File: src/rtl/idr_fu_pkg.sv
// Shared widths, op encoding and FSM state type for the integer divide/remainder unit.
package idr_fu_pkg;

  localparam int RSZ   = 32;
  localparam int CNT_W = 5;

  typedef enum logic [1:0] {
    IDR_DIV  = 2'd0,
    IDR_DIVU = 2'd1,
    IDR_REM  = 2'd2,
    IDR_REMU = 2'd3
  } IDR_OP_TYPE;

  typedef enum logic [1:0] {
    IDLE = 2'd0,
    CALC = 2'd1,
    DONE = 2'd2
  } IDR_STATE_TYPE;

endpackage

File: src/rtl/idr_div_step.sv
// One combinational restoring-division step on magnitudes; no state, no backpressure.
module idr_div_step
  import idr_fu_pkg::*;
(
  input  logic [RSZ-1:0] rem,
  input  logic           dvd_msb,
  input  logic [RSZ-1:0] dvs,
  output logic [RSZ-1:0] rem_next,
  output logic           q_bit
);

  logic [RSZ:0] shifted;
  logic [RSZ:0] diff;

  // The partial remainder stays below dvs, so after the shift it needs one extra bit;
  // the borrow out of the RSZ+1-bit subtract is the inverted quotient bit.
  always_comb begin
    shifted  = {rem, dvd_msb};
    diff     = shifted - {1'b0, dvs};
    q_bit    = ~diff[RSZ];
    rem_next = q_bit ? diff[RSZ-1:0] : shifted[RSZ-1:0];
  end

endmodule

File: src/rtl/idr_fu.sv
// RV32M DIV/DIVU/REM/REMU unit: 32 iterations plus one done cycle (special cases finish in 1).
// Requests are taken only in IDLE; the pipeline must stall while busy is high.
module idr_fu
  import idr_fu_pkg::*;
(
  input  logic           clk_in,
  input  logic           reset_in,
  input  logic           start,
  input  logic           flush,
  input  logic [1:0]     op,
  input  logic [RSZ-1:0] Rs1_data,
  input  logic [RSZ-1:0] Rs2_data,
  output logic           busy,
  output logic           done,
  output logic [RSZ-1:0] Rd_data
);

  IDR_STATE_TYPE  state;
  logic [CNT_W-1:0] cnt;
  logic [1:0]     op_q;
  logic           s1, s2;
  logic [RSZ-1:0] rem, dvd, dvs;

  logic           is_signed, is_rem, in_s1, in_s2, dvs_zero, ovf;
  logic [RSZ-1:0] special_res, rem_next, q_final, calc_res;
  logic           q_bit;

  always_comb begin
    is_signed = ~op[0];
    is_rem    = op[1];
    in_s1     = is_signed & Rs1_data[RSZ-1];
    in_s2     = is_signed & Rs2_data[RSZ-1];
    dvs_zero  = (Rs2_data == '0);
    ovf       = is_signed && (Rs1_data == {1'b1, {(RSZ-1){1'b0}}}) && (Rs2_data == '1);
    // Signed overflow quotient equals the dividend itself (0x80000000).
    if (dvs_zero)
      special_res = is_rem ? Rs1_data : '1;
    else
      special_res = is_rem ? '0 : Rs1_data;
  end

  idr_div_step u_step (
    .rem      (rem),
    .dvd_msb  (dvd[RSZ-1]),
    .dvs      (dvs),
    .rem_next (rem_next),
    .q_bit    (q_bit)
  );

  always_comb begin
    q_final = {dvd[RSZ-2:0], q_bit};
    case (op_q)
      IDR_DIV:  calc_res = (s1 ^ s2) ? -q_final : q_final;
      IDR_DIVU: calc_res = q_final;
      IDR_REM:  calc_res = s1 ? -rem_next : rem_next;
      default:  calc_res = rem_next;
    endcase
  end

  assign busy = (state != IDLE);
  assign done = (state == DONE);

  always_ff @(posedge clk_in or negedge reset_in) begin
    if (!reset_in) begin
      state   <= IDLE;
      cnt     <= '0;
      op_q    <= '0;
      s1      <= 1'b0;
      s2      <= 1'b0;
      rem     <= '0;
      dvd     <= '0;
      dvs     <= '0;
      Rd_data <= '0;
    end else begin
      case (state)
        IDLE: begin
          if (start && !flush) begin
            op_q <= op;
            s1   <= in_s1;
            s2   <= in_s2;
            if (dvs_zero || ovf) begin
              Rd_data <= special_res;
              state   <= DONE;
            end else begin
              dvd   <= in_s1 ? -Rs1_data : Rs1_data;
              dvs   <= in_s2 ? -Rs2_data : Rs2_data;
              rem   <= '0;
              cnt   <= CNT_W'(RSZ - 1);
              state <= CALC;
            end
          end
        end
        CALC: begin
          if (flush) begin
            state <= IDLE;
          end else begin
            // Quotient bits fill the dividend register from the bottom as it shifts out.
            rem <= rem_next;
            dvd <= {dvd[RSZ-2:0], q_bit};
            cnt <= cnt - CNT_W'(1);
            if (cnt == '0) begin
              Rd_data <= calc_res;
              state   <= DONE;
            end
          end
        end
        DONE:    state <= IDLE;
        default: state <= IDLE;
      endcase
    end
  end

endmodule

File: config.mk
export PLATFORM = sky130hd
export DESIGN_NAME = idr_fu
export DESIGN_NICKNAME = d
export VERILOG_FILES = /design/src/rtl/idr_fu_pkg.sv /design/src/rtl/idr_div_step.sv /design/src/rtl/idr_fu.sv
export SDC_FILE = /design/constraint.sdc
export NUM_CORES = 1
export LEC_CHECK = 0
export CORE_ASPECT_RATIO = 0.7
export CORE_MARGIN = 2
export CORE_UTILIZATION = 50
export CTS_CLUSTER_SIZE = 16
export DETAILED_ROUTE_END_ITERATION = 8
export PLACE_DENSITY = 0.71
export SKIP_LAST_GASP = 1
export SLEW_MARGIN = 5
export SYNTH_ARGS = -nofsm -noshare
export SYNTH_HDL_FRONTEND = slang
export SYNTH_SLANG_ARGS = --single-unit
File: constraint.sdc
create_clock -name clk_in -period 5.3 [get_ports clk_in]
set_input_delay 1.06 -clock clk_in [delete_from_list [all_inputs] [get_ports clk_in]]
set_output_delay 1.06 -clock clk_in [all_outputs]
set_load 0.03 [all_outputs]
* After elaboration in Yosys (flattened, before gate mapping)
Index checks and enable logic that the tools add are counted.
** Cells by class
- $add $sub $neg :: 6
- Reduce and logical (&&, ||, !) cells :: 16
- Eq/ne operators :: 12
- Muxes and demuxes :: 31
- Bitwise gates (word level) :: 6
** Operator list (count)
- $mux 32 :: 18
- $pmux 32 s2 :: 3
- $neg 32->32 :: 4
- $pmux 32 s3 :: 1
- $eq 32x32->1 const B :: 2
- $sub 33x32->33 :: 1
- $logic_not 32->1 :: 1
- $mux 5 :: 3
- $ne 2x2->1 const B :: 5
- $pmux 5 s2 :: 1
- $mux 2 :: 4
- $logic_not 5->1 :: 1
- $reduce_and 5->1 :: 1
- $sub 5x1->5 const B :: 1
- $eq 2x1->1 const B :: 2
- $eq 2x2->1 const B :: 2
- $logic_not 2->1 :: 2
- $pmux 2 s2 :: 1
- $reduce_and 2->1 :: 2
- $reduce_and 4->1 :: 1
- $reduce_bool 2->1 :: 2
- $logic_and 1x1->1 :: 3
- $ne 3x3->1 const B :: 1
- $not 1->1 :: 3
- 5 further kinds :: 6
** Word-level totals
- Register bits after elaboration :: 139
- Output and inout bits :: 34
- Logic and storage cells :: 80

* Longest topological paths before layout
- Word-level depth :: 8
- Gate-level depth with buffers :: 24

* By module
A second synthesis with hierarchy kept.
** Second synthesis, totals
- Cells, all modules :: 1464
- Area, all modules :: 11646.2 µm²
** Modules (own cells, without submodules)
- idr_fu :: cells each 1153, area each 9390.3 µm², seq. area each 3478.3 µm², instances 1
- idr_div_step :: cells each 311, area each 2255.9 µm², seq. area each 0.0 µm², instances 1

* Worst setup path before layout
Ideal clock, no wire load.
- Path type :: register to register
- Start point :: register dvd[31]
- End point :: register Rd_data[28]
- Clock period less this slack :: 4412 ps
- Library setup time :: 150 ps
- Path slack :: 888 ps
- Arrival :: 4262 ps
- Buffers on the path :: 3
- Stages on the path, launching flop included :: 25
- Cell sequence :: dfrtp_1 -> inv_1 -> ha_1 -> inv_1 -> fa_1 -> a211oi_2 -> o31a_1 -> a211o_1 -> a21oi_4 -> nor3_4 -> nor2_4 -> inv_2 -> buf_4 -> buf_2 -> buf_1 -> ha_1 -> and2_1 -> and4_1 -> and2_1 -> a21oi_1 -> xor2_1 -> o21ai_0 -> a21oi_1 -> a21oi_1 -> a41oi_1
** Between the ends
- Cells in the longest elaborated chain, start to end :: 8
** Ends and longest elaborated chain
- from (decl) :: line idr_fu.sv:22 : logic [RSZ-1:0] rem, dvd, dvs;
- from (signal assigned) :: line idr_fu.sv:85 : dvd <= in_s1 ? -Rs1_data : Rs1_data;
- from (signal assigned) :: line idr_fu.sv:99 : dvd <= {dvd[RSZ-2:0], q_bit};
- $sub 33x32->33 :: line idr_div_step.sv:19 : diff = shifted - {1'b0, dvs};
- $mux 32 / $not 1->1 (equally long branches) :: line idr_div_step.sv:21, idr_div_step.sv:20
- $neg 32->32, on equally long branches :: line idr_fu.sv:55, idr_fu.sv:53
- $mux 32, on equally long branches :: line idr_fu.sv:55, idr_fu.sv:53
- $pmux 32 s3 * :: line idr_fu.sv:52 : case (op_q)
- $mux 32 * :: line idr_fu.sv:101 : if (cnt == '0) begin
- $mux 32 * :: line idr_fu.sv:94 : if (flush) begin
- $pmux 32 s2 * :: line idr_fu.sv:75 : case (state)
- to (signal assigned) :: line idr_fu.sv:82 : Rd_data <= special_res;
- to (signal assigned) :: line idr_fu.sv:102 : Rd_data <= calc_res;
- to (decl) :: line idr_fu.sv:15 : output logic [RSZ-1:0] Rd_data
Mark *: on every way between the ends. The rest lies on a longest branch, timed or not. The select of a mux whose other input is x is not followed.
A chain may end at the register's enable or synchronous reset.

* Worst setup path in the final report
Same ends and word-level chain as after synthesis.

==> flow_summary.toml <==
[drt]
ant_nets = 0
drt_iter0_drc = 1292
wl_um = 37200
routed-wl-met3_um = 2890
wl_per_cell_um = 19.5
routed_via_density = 6.24
drtPass1Iterations = 6
dr_total_vias = 11910
drt-met1-wl_um = 17600
met2_length_um = 16100
drcViolationCount = 0
top_layer_used = "met4"

[clock_tree]
root_buffer = "clkbuf_16"
cts_tree = "built"
cts_resized = 0
cts_sinks = 139
cts_buffer_depth = 2
clk_transition_reported_paths_ns = 0.06
insertion_delay_ns = 0.43
h-tree-depth = 4
numCtsBuffers = 17
cts_hold_buf = 0
post_cts_buffers = 0

[setup_path]
cp-start-kind = "flop"
cp.required_ns = 5.57
worstPathArrival_ns = 5.02
endpoint_kind = "flop"
crit_fanout = 8
regToRegStartpoint = "dvd[31]"
startpoint = "dvd[31]"
critical_path_class = "reg -> reg"

[grt]
antenna_found_initial = 0
overflow = 0
grt_max_degree = 94
grt_pass1_vias = 11045
grt_pass1_wl_um = 60700
grt_usage_pct = 30.2

[layout]
drive_above_1_share_pct = 6.66
stdcell_area_um2 = 13800
final_cell_mix = "157 x nand2_1, 157 x o21ai_0, 153 x a21oi_1"
diodes = 0
final_util_pct = 58.6
syn_to_final_growth_pct = 15.3
nets = 1690

[timing]
slew_headroom_pct = 15.1
fmax_ghz = 0.211
rsz0062_at_grt = "false"
period_needed_ns = 4.75
clock_skew_ns = 0.00871
finalSetupViolations = 0
drv_slew = 0
timing.setup.tns_ns = 0
hold_violations = 0
tightest_slew_ns = 1.27
timing.final.crit_share_pct = 89.6
timing.hold.ws_ns = 0.490

[synth]
async_flop_share_pct = 100
ys_types = 92
syn_avg_cell_area_um2 = 7.80
synth.yosys.seq_area_share_pct = 29.1
synth-main-ff-cell = "dfrtp_1"
synth_edf_count = 0
synthCells = 1532
synth_nets = 1641
synth_seq_cells = 139
ys.warnings.count = 0
synth_area_um2 = 11900

[die]
die_h_um = 133
die_width_um = 189
start_util_pct = 50.8
dieArea_um2 = 25200
ioPinCount = 104
rows = 47
design.core.area_um2 = 23500

[power_and_ir_drop]
leakage_nw = 5.54
total_power_w = 0.00683
power.density_nw_per_um2 = 496
peakVddDrop_v = 0.000347

[flow_run]
max_cap_viol_count = 0

[min_path]
holdCritPathClass = "reg -> reg"
hp-start = "dvs[31]"

[placed_design]
portBuffers = 103
place_congestion = 0.948
dpl-instance-area_um2 = 13200
dp_hpwl_um = 28100

[run_status]
outcome = "complete, no violations"
==> routing by layer <==
metal  track usage, %  up-vias
met5                0        -
met4             7.34        0
met3             5.06       42
met2             44.4      461
met1             46.1     5749
li1                 -     5658
==> layout make-up <==
class	instances	area, um2
inverters	55	206
clock buffers	19	453
repair buffers	126	1230
flip-flops and latches	139	3480
clock inverters	11	146
well taps	318	398
fillers	2199	9750
multi-input cells	1242	7860
==> logic make-up after synthesis <==
logic type / Yosys count / share of synthesized area (%)
AND/OR/NAND/NOR: 518 / 21.3
multiplexers: 30 / 2.60
flip-flops: 139 / 29.1
AO/OA/AOI/OAI: 523 / 27.9
buffers and inverters: 151 / 5.25
adder cells (fa/ha/maj): 39 / 4.15
XOR/XNOR: 132 / 9.68
==> critical path: stages (launching register included) <==
cell and delay, ns:
dfrtp_1 0.45, inv_1 0.11, ha_1 0.20, inv_1 0.07, fa_1 0.41, a211oi_2 0.29
o31a_1 0.27, a211o_1 0.36, a21oi_4 0.13, nor3_4 0.36, nor2_4 0.07, inv_2 0.10
ha_1 0.23, and2_1 0.27, and4_1 0.32, and2_1 0.21, a21oi_1 0.09, xor2_1 0.18
o21ai_0 0.16, a21oi_1 0.09, a21oi_1 0.13, a41oi_1 0.06
==> path summary, 6_finish.rpt <==
| check | endpoint | slack, ns | depth (start not counted) |
|---|---|---|---|
| min in group asynchronous | rem[28] | 0.71 | 1 |
| max reg2reg | Rd_data[28] | 0.55 | 21 |
| min | dvs[31] | 0.49 | 2 |
| max | Rd_data[28] | 0.55 | 21 |
| min reg2reg | dvs[31] | 0.49 | 2 |
| max in group asynchronous | rem[5] | 3.35 | 2 |
==> synthesized netlist by cell type, types with 6 or more instances <==
cell / count / share of area [%]
o21a_1: 9 / 0.57
nor2b_1: 12 / 0.63
nand2b_1: 15 / 0.79
and3_1: 8 / 0.42
a211oi_1: 14 / 0.88
o41ai_1: 6 / 0.44
nor4_1: 12 / 0.63
and4_1: 6 / 0.44
clkbuf_1: 60 / 1.9
nor3_1: 38 / 1.6
o211ai_1: 16 / 1.0
nand2_1: 158 / 5.0
xnor2_1: 77 / 5.6
o21ai_0: 157 / 6.6
inv_1: 51 / 1.6
a21oi_1: 153 / 6.4
a31oi_1: 29 / 1.5
o21bai_1: 6 / 0.38
xor2_1: 55 / 4.0
buf_2: 27 / 1.1
or3_1: 20 / 1.0
nor2_1: 152 / 4.8
nand3_1: 22 / 0.92
a22o_1: 6 / 0.44
o31ai_1: 28 / 1.8
nor3b_1: 6 / 0.38
a21o_1: 14 / 0.88
a221o_1: 6 / 0.50
mux2i_1: 24 / 2.0
and2_1: 7 / 0.37
or4_1: 11 / 0.69
dfrtp_1: 139 / 29
nand4_1: 21 / 1.1
ha_1: 38 / 4.0
==> flip-flops by register name (all words and copies together) (netlist names) <==
| name | count |
|---|---|
| dvd | 32 |
| s1 | 1 |
| cnt | 5 |
| Rd_data | 32 |
| state | 2 |
| s2 | 1 |
| rem | 32 |
| dvs | 32 |
| op_q | 2 |
==> stage by stage <==
step           worst slack (ns)  instances
6_report                  0.553       1910
5_1_grt                   0.275       1910
4_1_cts                   0.652       1910
3_5_place_dp              0.341       1880
3_3_place_gp              0.477       1880
2_1_floorplan             0.888       1532
==> report_power, final <==
| group | total (W) | internal (W) | switching [W] |
|---|---|---|---|
| Clock | 0.00125 | 0.000758 | 0.000490 |
| Combinational | 0.00378 | 0.00140 | 0.00238 |
| Sequential | 0.00180 | 0.00145 | 0.000356 |
No activity file was read; power rests on OpenSTA's default activity.
